### src/rtl/dac_event_trigger.sv
// Qualifies threshold hits over N sample ticks and fires a registered TTL trigger; trig_out rises one dataclk after the qualifying tick.
// No backpressure: every sample tick is evaluated, and hits arriving during PULSE/REFRACT are dropped.
module dac_event_trigger #(
  parameter int CNT_W = 16
) (
  input  logic             dataclk,
  input  logic             reset,
  input  logic             sample_CLK_out,
  input  logic             thrsh_in,
  input  logic             window_in,
  input  logic             use_window,
  input  logic             trig_en,
  input  logic [3:0]       min_above,
  input  logic [CNT_W-1:0] pulse_width,
  input  logic [CNT_W-1:0] refractory,
  input  logic             count_clr,
  output logic             trig_out,
  output logic             busy,
  output logic [CNT_W-1:0] event_count,
  output logic [1:0]       state
);

  typedef enum logic [1:0] {
    IDLE    = 2'd0,
    QUALIFY = 2'd1,
    PULSE   = 2'd2,
    REFRACT = 2'd3
  } state_t;

  state_t           state_q, state_d;
  logic             sclk_d;
  logic             tick;
  logic             hit;
  logic             entry;
  logic [3:0]       min_eff;
  logic [3:0]       run_q, run_d, run_inc;
  logic [CNT_W-1:0] cnt_q, cnt_d, cnt_inc;
  logic [CNT_W-1:0] pw_q, pw_d;
  logic [CNT_W-1:0] rf_q, rf_d;

  // Same-clock sample strobe, so a single flop is enough for edge detection
  assign tick    = sample_CLK_out & ~sclk_d;
  assign hit     = thrsh_in & (window_in | ~use_window);
  assign min_eff = (min_above == 4'd0) ? 4'd1 : min_above;
  assign run_inc = run_q + 4'd1;
  assign cnt_inc = cnt_q + CNT_W'(1);

  always_comb begin
    state_d = state_q;
    run_d   = run_q;
    cnt_d   = cnt_q;
    pw_d    = pw_q;
    rf_d    = rf_q;
    entry   = 1'b0;

    if (!trig_en) begin
      state_d = IDLE;
      run_d   = '0;
      cnt_d   = '0;
    end else begin
      case (state_q)
        IDLE: begin
          if (tick && hit) begin
            if (min_eff == 4'd1) begin
              entry = 1'b1;
            end else begin
              state_d = QUALIFY;
              run_d   = 4'd1;
            end
          end
        end
        QUALIFY: begin
          // min_above is live here; >= lets a lowered threshold fire on the next hit
          if (tick) begin
            if (!hit) begin
              state_d = IDLE;
              run_d   = '0;
            end else if (run_inc >= min_eff) begin
              entry = 1'b1;
            end else begin
              run_d = run_inc;
            end
          end
        end
        PULSE: begin
          if (tick) begin
            if (cnt_inc == pw_q) begin
              state_d = (rf_q == '0) ? IDLE : REFRACT;
              cnt_d   = '0;
            end else begin
              cnt_d = cnt_inc;
            end
          end
        end
        REFRACT: begin
          if (tick) begin
            if (cnt_inc == rf_q) begin
              state_d = IDLE;
              cnt_d   = '0;
            end else begin
              cnt_d = cnt_inc;
            end
          end
        end
        default: state_d = IDLE;
      endcase

      if (entry) begin
        state_d = PULSE;
        run_d   = '0;
        cnt_d   = '0;
        pw_d    = (pulse_width == '0) ? CNT_W'(1) : pulse_width;
        rf_d    = refractory;
      end
    end
  end

  always_ff @(posedge dataclk or negedge reset) begin
    if (!reset) begin
      sclk_d      <= 1'b0;
      state_q     <= IDLE;
      run_q       <= '0;
      cnt_q       <= '0;
      pw_q        <= '0;
      rf_q        <= '0;
      trig_out    <= 1'b0;
      busy        <= 1'b0;
      event_count <= '0;
    end else begin
      sclk_d   <= sample_CLK_out;
      state_q  <= state_d;
      run_q    <= run_d;
      cnt_q    <= cnt_d;
      pw_q     <= pw_d;
      rf_q     <= rf_d;
      trig_out <= (state_d == PULSE);
      busy     <= (state_d == PULSE) || (state_d == REFRACT);
      // Clear wins over a coincident trigger
      if (count_clr) begin
        event_count <= '0;
      end else if (entry && (event_count != '1)) begin
        event_count <= event_count + CNT_W'(1);
      end
    end
  end

  assign state = state_q;

endmodule

### config.mk
export PLATFORM = sky130hd
export DESIGN_NAME = dac_event_trigger
export DESIGN_NICKNAME = d
export VERILOG_FILES = /design/src/rtl/dac_event_trigger.sv
export SDC_FILE = /design/constraint.sdc
export NUM_CORES = 1
export LEC_CHECK = 0
export ABC_AREA = 1
export CAP_MARGIN = 20
export CORE_AREA = 3 3 99 101
export CTS_BUF_LIST = sky130_fd_sc_hd__clkbuf_4 sky130_fd_sc_hd__clkbuf_8
export DETAILED_ROUTE_END_ITERATION = 8
export DIE_AREA = 0 0 102 104
export HOLD_SLACK_MARGIN = 0.03
export PLACE_DENSITY = 0.79
export SLEW_MARGIN = 20
export SYNTH_ARGS = -nofsm -noshare
export SYNTH_HDL_FRONTEND = slang
export SYNTH_SLANG_ARGS = --single-unit
export TNS_END_PERCENT = 1
### constraint.sdc
create_clock -name dataclk -period 3.1 [get_ports dataclk]
set_input_delay 0.465 -clock dataclk [delete_from_list [all_inputs] [get_ports dataclk]]
set_output_delay 0.465 -clock dataclk [all_outputs]
set_load 0.01 [all_outputs]
==> results_dict.tcl, run 1 <==
set metrics [dict create \
    outcome "finished, final reports clean" \
    drive_gt1_share_pct 8.26 \
    hold_ws_ns 0.111 \
    synthArstFlopShare_pct 100 \
    yosysSeqAreaShare_pct 40.5 \
    syn_area_um2 4510 \
    skew_ns 0.0143 \
    synth_cells 626 \
    synth_nets 677 \
    vias 4536 \
    syn_area_per_cell_um2 7.20 \
    maxCapViolations 0 \
    drt_iter0_drc 374 \
    cellPowerDensity_nw_per_um2 431 \
    synth_top_cell_by_area "dfrtp_1" \
    grt_pass1_vias 4319 \
    drv_slew 0 \
    routed_via_density 5.58 \
    yosysTopAreaCellShare_pct 40.5 \
    h-tree-depth 3 \
    hold_buffers 0 \
    fp.coreArea_um2 9110 \
    layout.nets 749 \
    antenna_cells 0 \
    ys_seq_elements 73 \
    hpwl_um 9290 \
    setup_violations 0 \
    cts_inserted_buffers 9 \
    required_ns 3.33 \
    p_leak_nw 2.60 \
    drc 0 \
    crit_type "register to register" \
    place_area_um2 5310 \
    start_util_pct 49.5 \
    hp-class "input port to asynchronous set/reset pin" \
    cp_data_arrival_time_ns 2.95 \
    period_needed_ns 2.72 \
    end_kind "register" \
    clock_sinks 73 \
    ir_worst_vdd_mv 0.288 \
    finalSetupTns_ns 0 \
    totalWireLength_um 12000 \
    fin_util_pct 60.9 \
    yosys.cell_types.count 37 \
    place_inst 798 \
    netlist_top_cells_count "nand2_1, inv_1, dfrtp_1" \
    clock_path_buffers 2 \
    worstPathMaxFanout 13 \
    dieArea_um2 10600 \
    synth_edf_count 0 \
    post_cts_buffers 0 \
    detail-route-antenna-nets 0 \
    ios 64 \
    yosysMostFrequentCell "nand2_1" \
    final_cells 813 \
    crit_path_start_kind "register" \
    fin_area_um2 5550 \
    rsz0062_at_grt "false" \
    yosys_warnings 0 \
    area_growth_pct 23.1 \
    overflow 0 \
    fmaxAchievable_mhz 368 \
    wl_per_cell_um 14.7 \
    track_usage_pct 23.5 \
    place.gp.congestion 0.930 \
    fp.dieW_um 102 \
    cts.clk_slew.worst_paths_ns 0.08 \
    clk_latency_ns 0.36 \
    cts_root_buf "clkbuf_8" \
    fill_cells 806 \
    synthTopCellsByArea "dfrtp_1, nand2_1, nand3_1" \
    grt_antenna_before_repair 0 \
    ys.flop_type "dfrtp_1" \
    io_buffers 63 \
    rows 35 \
    cts_tree "built" \
    min_period_over_period_pct 87.7 \
    die_h_um 104 \
    max_slew.worst_pin.slew_ns 0.605 \
    cts_resized 0 \
    slew_headroom_pct 59.3 \
    dr.pass1.iters 5 \
    grt_start_max_net_pins 74 \
    grt_pass1_wl_um 20000 \
    finalHoldViolations 0 \
]
==> path summary, 6_finish.rpt <==
kind / depth (start not counted) / end / from / slack (ns)
hold reg to reg: 2 / pw_q[8]$_DFFE_PN0P_ / pw_q[8]$_DFFE_PN0P_ / 0.52
setup reg to reg: 14 / cnt_q[1]$_DFFE_PN0P_ / cnt_q[0]$_DFFE_PN0P_ / 0.38
min in group dataclk: 2 / pw_q[8]$_DFFE_PN0P_ / pw_q[8]$_DFFE_PN0P_ / 0.52
setup / recovery: 14 / cnt_q[1]$_DFFE_PN0P_ / cnt_q[0]$_DFFE_PN0P_ / 0.38
max in group asynchronous: 2 / rf_q[11]$_DFFE_PN0P_ / reset / 2.66
hold / removal: 2 / cnt_q[2]$_DFFE_PN0P_ / reset / 0.11
==> where the power goes <==
part	total [mW]	switching, mW	internal, mW
logic	0.359	0.199	0.160
clock network	0.912	0.378	0.534
registers	1.12	0.0781	1.04
total	2.39	0.655	1.74
==> flip-flops by register name (all words and copies together) (netlist names) <==
name         flops
cnt_q           16
busy             1
pw_q            16
rf_q            16
state            2
event_count     16
trig_out         1
sclk_d           1
run_q            4
==> cell usage in the layout, fill, tap and decap left out, types with 3 or more instances in the layout <==
master,n
xor2_1,4
nand2_1,194
ha_1,7
nor2_4,4
a21oi_1,15
buf_4,6
inv_2,3
nand3b_1,5
dfrtp_1,73
and3_1,3
nand2_2,8
nand3_1,67
nor3_1,9
inv_1,75
nor2_1,47
clkbuf_8,9
o21ai_0,41
bufinv_16,3
nor4_1,9
nand4_1,18
nor2_2,4
clkdlybuf4s50_1,62
o22ai_2,10
==> worst max-delay path, cell delays in order (launching register included) <==
cell and delay, ns:
dfrtp_1 0.51, ha_1 0.30, nand3_1 0.16, nor2_2 0.25, nand2_1 0.16, nand2_1 0.18, nand2_1 0.08, nand2_1 0.08
nand4_1 0.10, nor2_1 0.20, nand2_1 0.08, nand2_1 0.07, nand2_2 0.09, nand2_4 0.20, o21ai_0 0.12
==> layer usage <==
layer / part of all wire [%] / vias to the layer above / track usage [%]
met5: 0 / - / 0
met4: 2.3 / 0 / 7.59
met3: 7.7 / 27 / 5.03
met2: 46 / 208 / 35.8
met1: 44 / 2098 / 33.2
li1: - / 2203 / -
==> area by class of cell <==
class	instances	area [µm²]	share of cell area, %
Tap cell	111	139	2.50
Inverter	79	297	5.35
Timing Repair Buffer	71	711	12.8
Sequential cell	73	1830	32.9
Clock buffer	9	124	2.23
Multi-Input combinational cell	464	2330	42.1
Clock inverter	6	115	2.08
==> metrics by stage <==
| step | setup slack (ns) | power (mW) |
|---|---|---|
| 4_1_cts | 0.439 | 2.39 |
| 5_1_grt | 0.101 | 2.51 |
| 2_1_floorplan | 0.633 | 1.33 |
| 3_3_place_gp | 0.195 | 1.48 |
| 6_report | 0.380 | 2.39 |
| 3_5_place_dp | 0.0751 | 1.49 |
==> logic make-up (layout without fill, tap and decap cells) <==
kind of cell / after synthesis / in the layout / synth area share (%)
simple gates: 375 / 375 / 37.6
flops: 73 / 73 / 40.5
fa+ha+maj: 7 / 7 / 1.94
buf+inv: 89 / 165 / 7.83
xor+xnor: 7 / 7 / 1.67
compound gates: 75 / 75 / 10.4
No activity file was read; power rests on OpenSTA's default activity.
==> inputs of run 2 (changes only) <==
Settings changed: CAP_MARGIN 20 to default, TNS_END_PERCENT 1 to default.
==> results of run 2 <==
The final DEF is identical to that of run 1; final timing and power are the same.
==> inputs of run 3 (changes only) <==
Settings changed: CTS_CLUSTER_DIAMETER from default to 100, SKIP_CTS_REPAIR_TIMING from default to 1.
Clock period 3.1 ns to 2.82 ns, I/O delays scaled along.
==> results_dict.tcl, run 3 (same netlist as run 1, synthesis figures left out) <==
set metrics [dict create \
    setup_violations 0 \
    p_seq_share_pct 48.6 \
    required_ns 3.06 \
    die_h_um 104 \
    ir_worst_vdd_mv 0.289 \
    place_ws_ns -0.0372 \
    skew_ns 0.0183 \
    fp.coreArea_um2 9110 \
    final_cells 820 \
    grt_pass1_vias 4366 \
    rows 35 \
    netSwitchingFraction_pct 27.9 \
    fp.dieW_um 102 \
    hold_ws_ns 0.0801 \
    maxCapViolations 0 \
    ios 64 \
    place.gp.congestion 0.936 \
    clock_sinks 73 \
    overflow 0 \
    area_growth_pct 24.1 \
    cts_root_buf "clkbuf_8" \
    combPwrFrac_pct 16.0 \
    cellPowerDensity_nw_per_um2 454 \
    crit_type "register to register" \
    hpwl_um 9410 \
    worstPathMaxFanout 13 \
    mostFrequentLayoutCells "nand2_1, inv_1, dfrtp_1" \
    place_inst 805 \
    finalHoldViolations 0 \
    grt_antenna_before_repair 0 \
    totalWireLength_um 12100 \
    period_needed_ns 2.57 \
    drc 0 \
    internal_power_mw 1.83 \
    p_sw_uw 709 \
    crit_path_start_kind "register" \
    wl_per_cell_um 14.7 \
    cts_tree "built" \
    outcome "finished, final reports clean" \
    clk_latency_ns 0.36 \
    rsz0062_at_grt "false" \
    final_common_cell "nand2_1" \
    dr.pass1.iters 5 \
    power_frac_clock_pct 35.5 \
    track_usage_pct 23.9 \
    vias 4569 \
    cts.clk_slew.worst_paths_ns 0.09 \
    max_slew.worst_pin.slew_ns 0.655 \
    end_kind "register" \
    drt_iter0_drc 357 \
    routed_via_density 5.57 \
    h-tree-depth 3 \
    cp_data_arrival_time_ns 2.81 \
    dieArea_um2 10600 \
    total_power_mw 2.54 \
    grt_start_max_net_pins 47 \
    drive_gt1_share_pct 9.31 \
    io_buffers 63 \
    layout.nets 756 \
    fmaxAchievable_mhz 388 \
    detail-route-antenna-nets 0 \
    setup_ws_ns 0.246 \
    p_leak_nw 2.64 \
    antenna_cells 0 \
    cts_inserted_buffers 9 \
    hp-class "input port to asynchronous set/reset pin" \
    fin_util_pct 61.4 \
    grt_pass1_wl_um 20400 \
    start_util_pct 49.5 \
    clock_path_buffers 2 \
    drv_slew 0 \
    min_period_over_period_pct 91.3 \
    slew_headroom_pct 56.4 \
]
==> run 3: cell types whose count changed in the layout (fill, tap and decap cells not counted), sizes merged <==
cell | previous run | this run
clkbuf | 9 | 10
buf | 9 | 16
clkinv | 2 | 3
bufinv | 3 | 2
inv | 79 | 78
==> run 3: power by group through the flow <==
stage | sequential [mW] | clock [mW] | combinational (mW)
floorplan | 1.22 | 0 | 0.239
global placement | 1.24 | 0 | 0.386
detailed placement | 1.25 | 0 | 0.400
CTS | 1.23 | 0.907 | 0.403
global route | 1.24 | 0.943 | 0.464
finish | 1.23 | 0.899 | 0.406
==> run 3: layer usage <==
| metal | global-route usage, % | up-vias | part of all wire, % |
|---|---|---|---|
| met5 | 0 | - | 0 |
| met2 | 37.1 | 187 | 46 |
| met3 | 4.02 | 39 | 6.8 |
| li1 | - | 2215 | - |
| met4 | 9.56 | 0 | 3.1 |
| met1 | 33.1 | 2128 | 44 |
==> run 3: critical path: stages, from the launching register on <==
cell     delay (ns)
dfrtp_1        0.41
ha_1           0.26
nand2_2        0.11
nor2_4         0.17
nand4_1        0.14
nand2_1        0.21
xor2_1         0.27
nand2_1        0.08
nor2_1         0.22
nand2_1        0.08
nand2_1        0.07
nand2_2        0.09
nand2_4        0.20
o21ai_0        0.12
==> run 3: stage by stage <==
step	cell area, µm²	setup TNS, ns
2_1_floorplan	4510	0
3_3_place_gp	5370	0
3_5_place_dp	5370	-0.104
4_1_cts	5590	0
5_1_grt	5590	0
6_report	5590	0
==> run 3: path summary, 6_finish.rpt <==
| path | start | end | slack (ns) | depth (start not counted) |
|---|---|---|---|---|
| worst max-delay path | cnt_q[1]$_DFFE_PN0P_ | cnt_q[2]$_DFFE_PN0P_ | 0.25 | 13 |
| worst min-delay path | reset | cnt_q[0]$_DFFE_PN0P_ | 0.08 | 1 |
| worst max register to register | cnt_q[1]$_DFFE_PN0P_ | cnt_q[2]$_DFFE_PN0P_ | 0.25 | 13 |
| worst min register to register | pw_q[8]$_DFFE_PN0P_ | pw_q[8]$_DFFE_PN0P_ | 0.51 | 2 |
| max in group asynchronous | reset | event_count[8]$_DFFE_PN0P_ | 2.05 | 2 |
| min in group dataclk | pw_q[8]$_DFFE_PN0P_ | pw_q[8]$_DFFE_PN0P_ | 0.51 | 2 |
==> run 3: layout make-up <==
class | instances | area [µm²]
clock buffer | 10 | 131
clock inverter | 5 | 81.3
fill | 773 | 3520
inverter | 79 | 297
multi-input combinational | 464 | 2340
sequential | 73 | 1830
tap | 111 | 139
timing repair buffer | 78 | 776
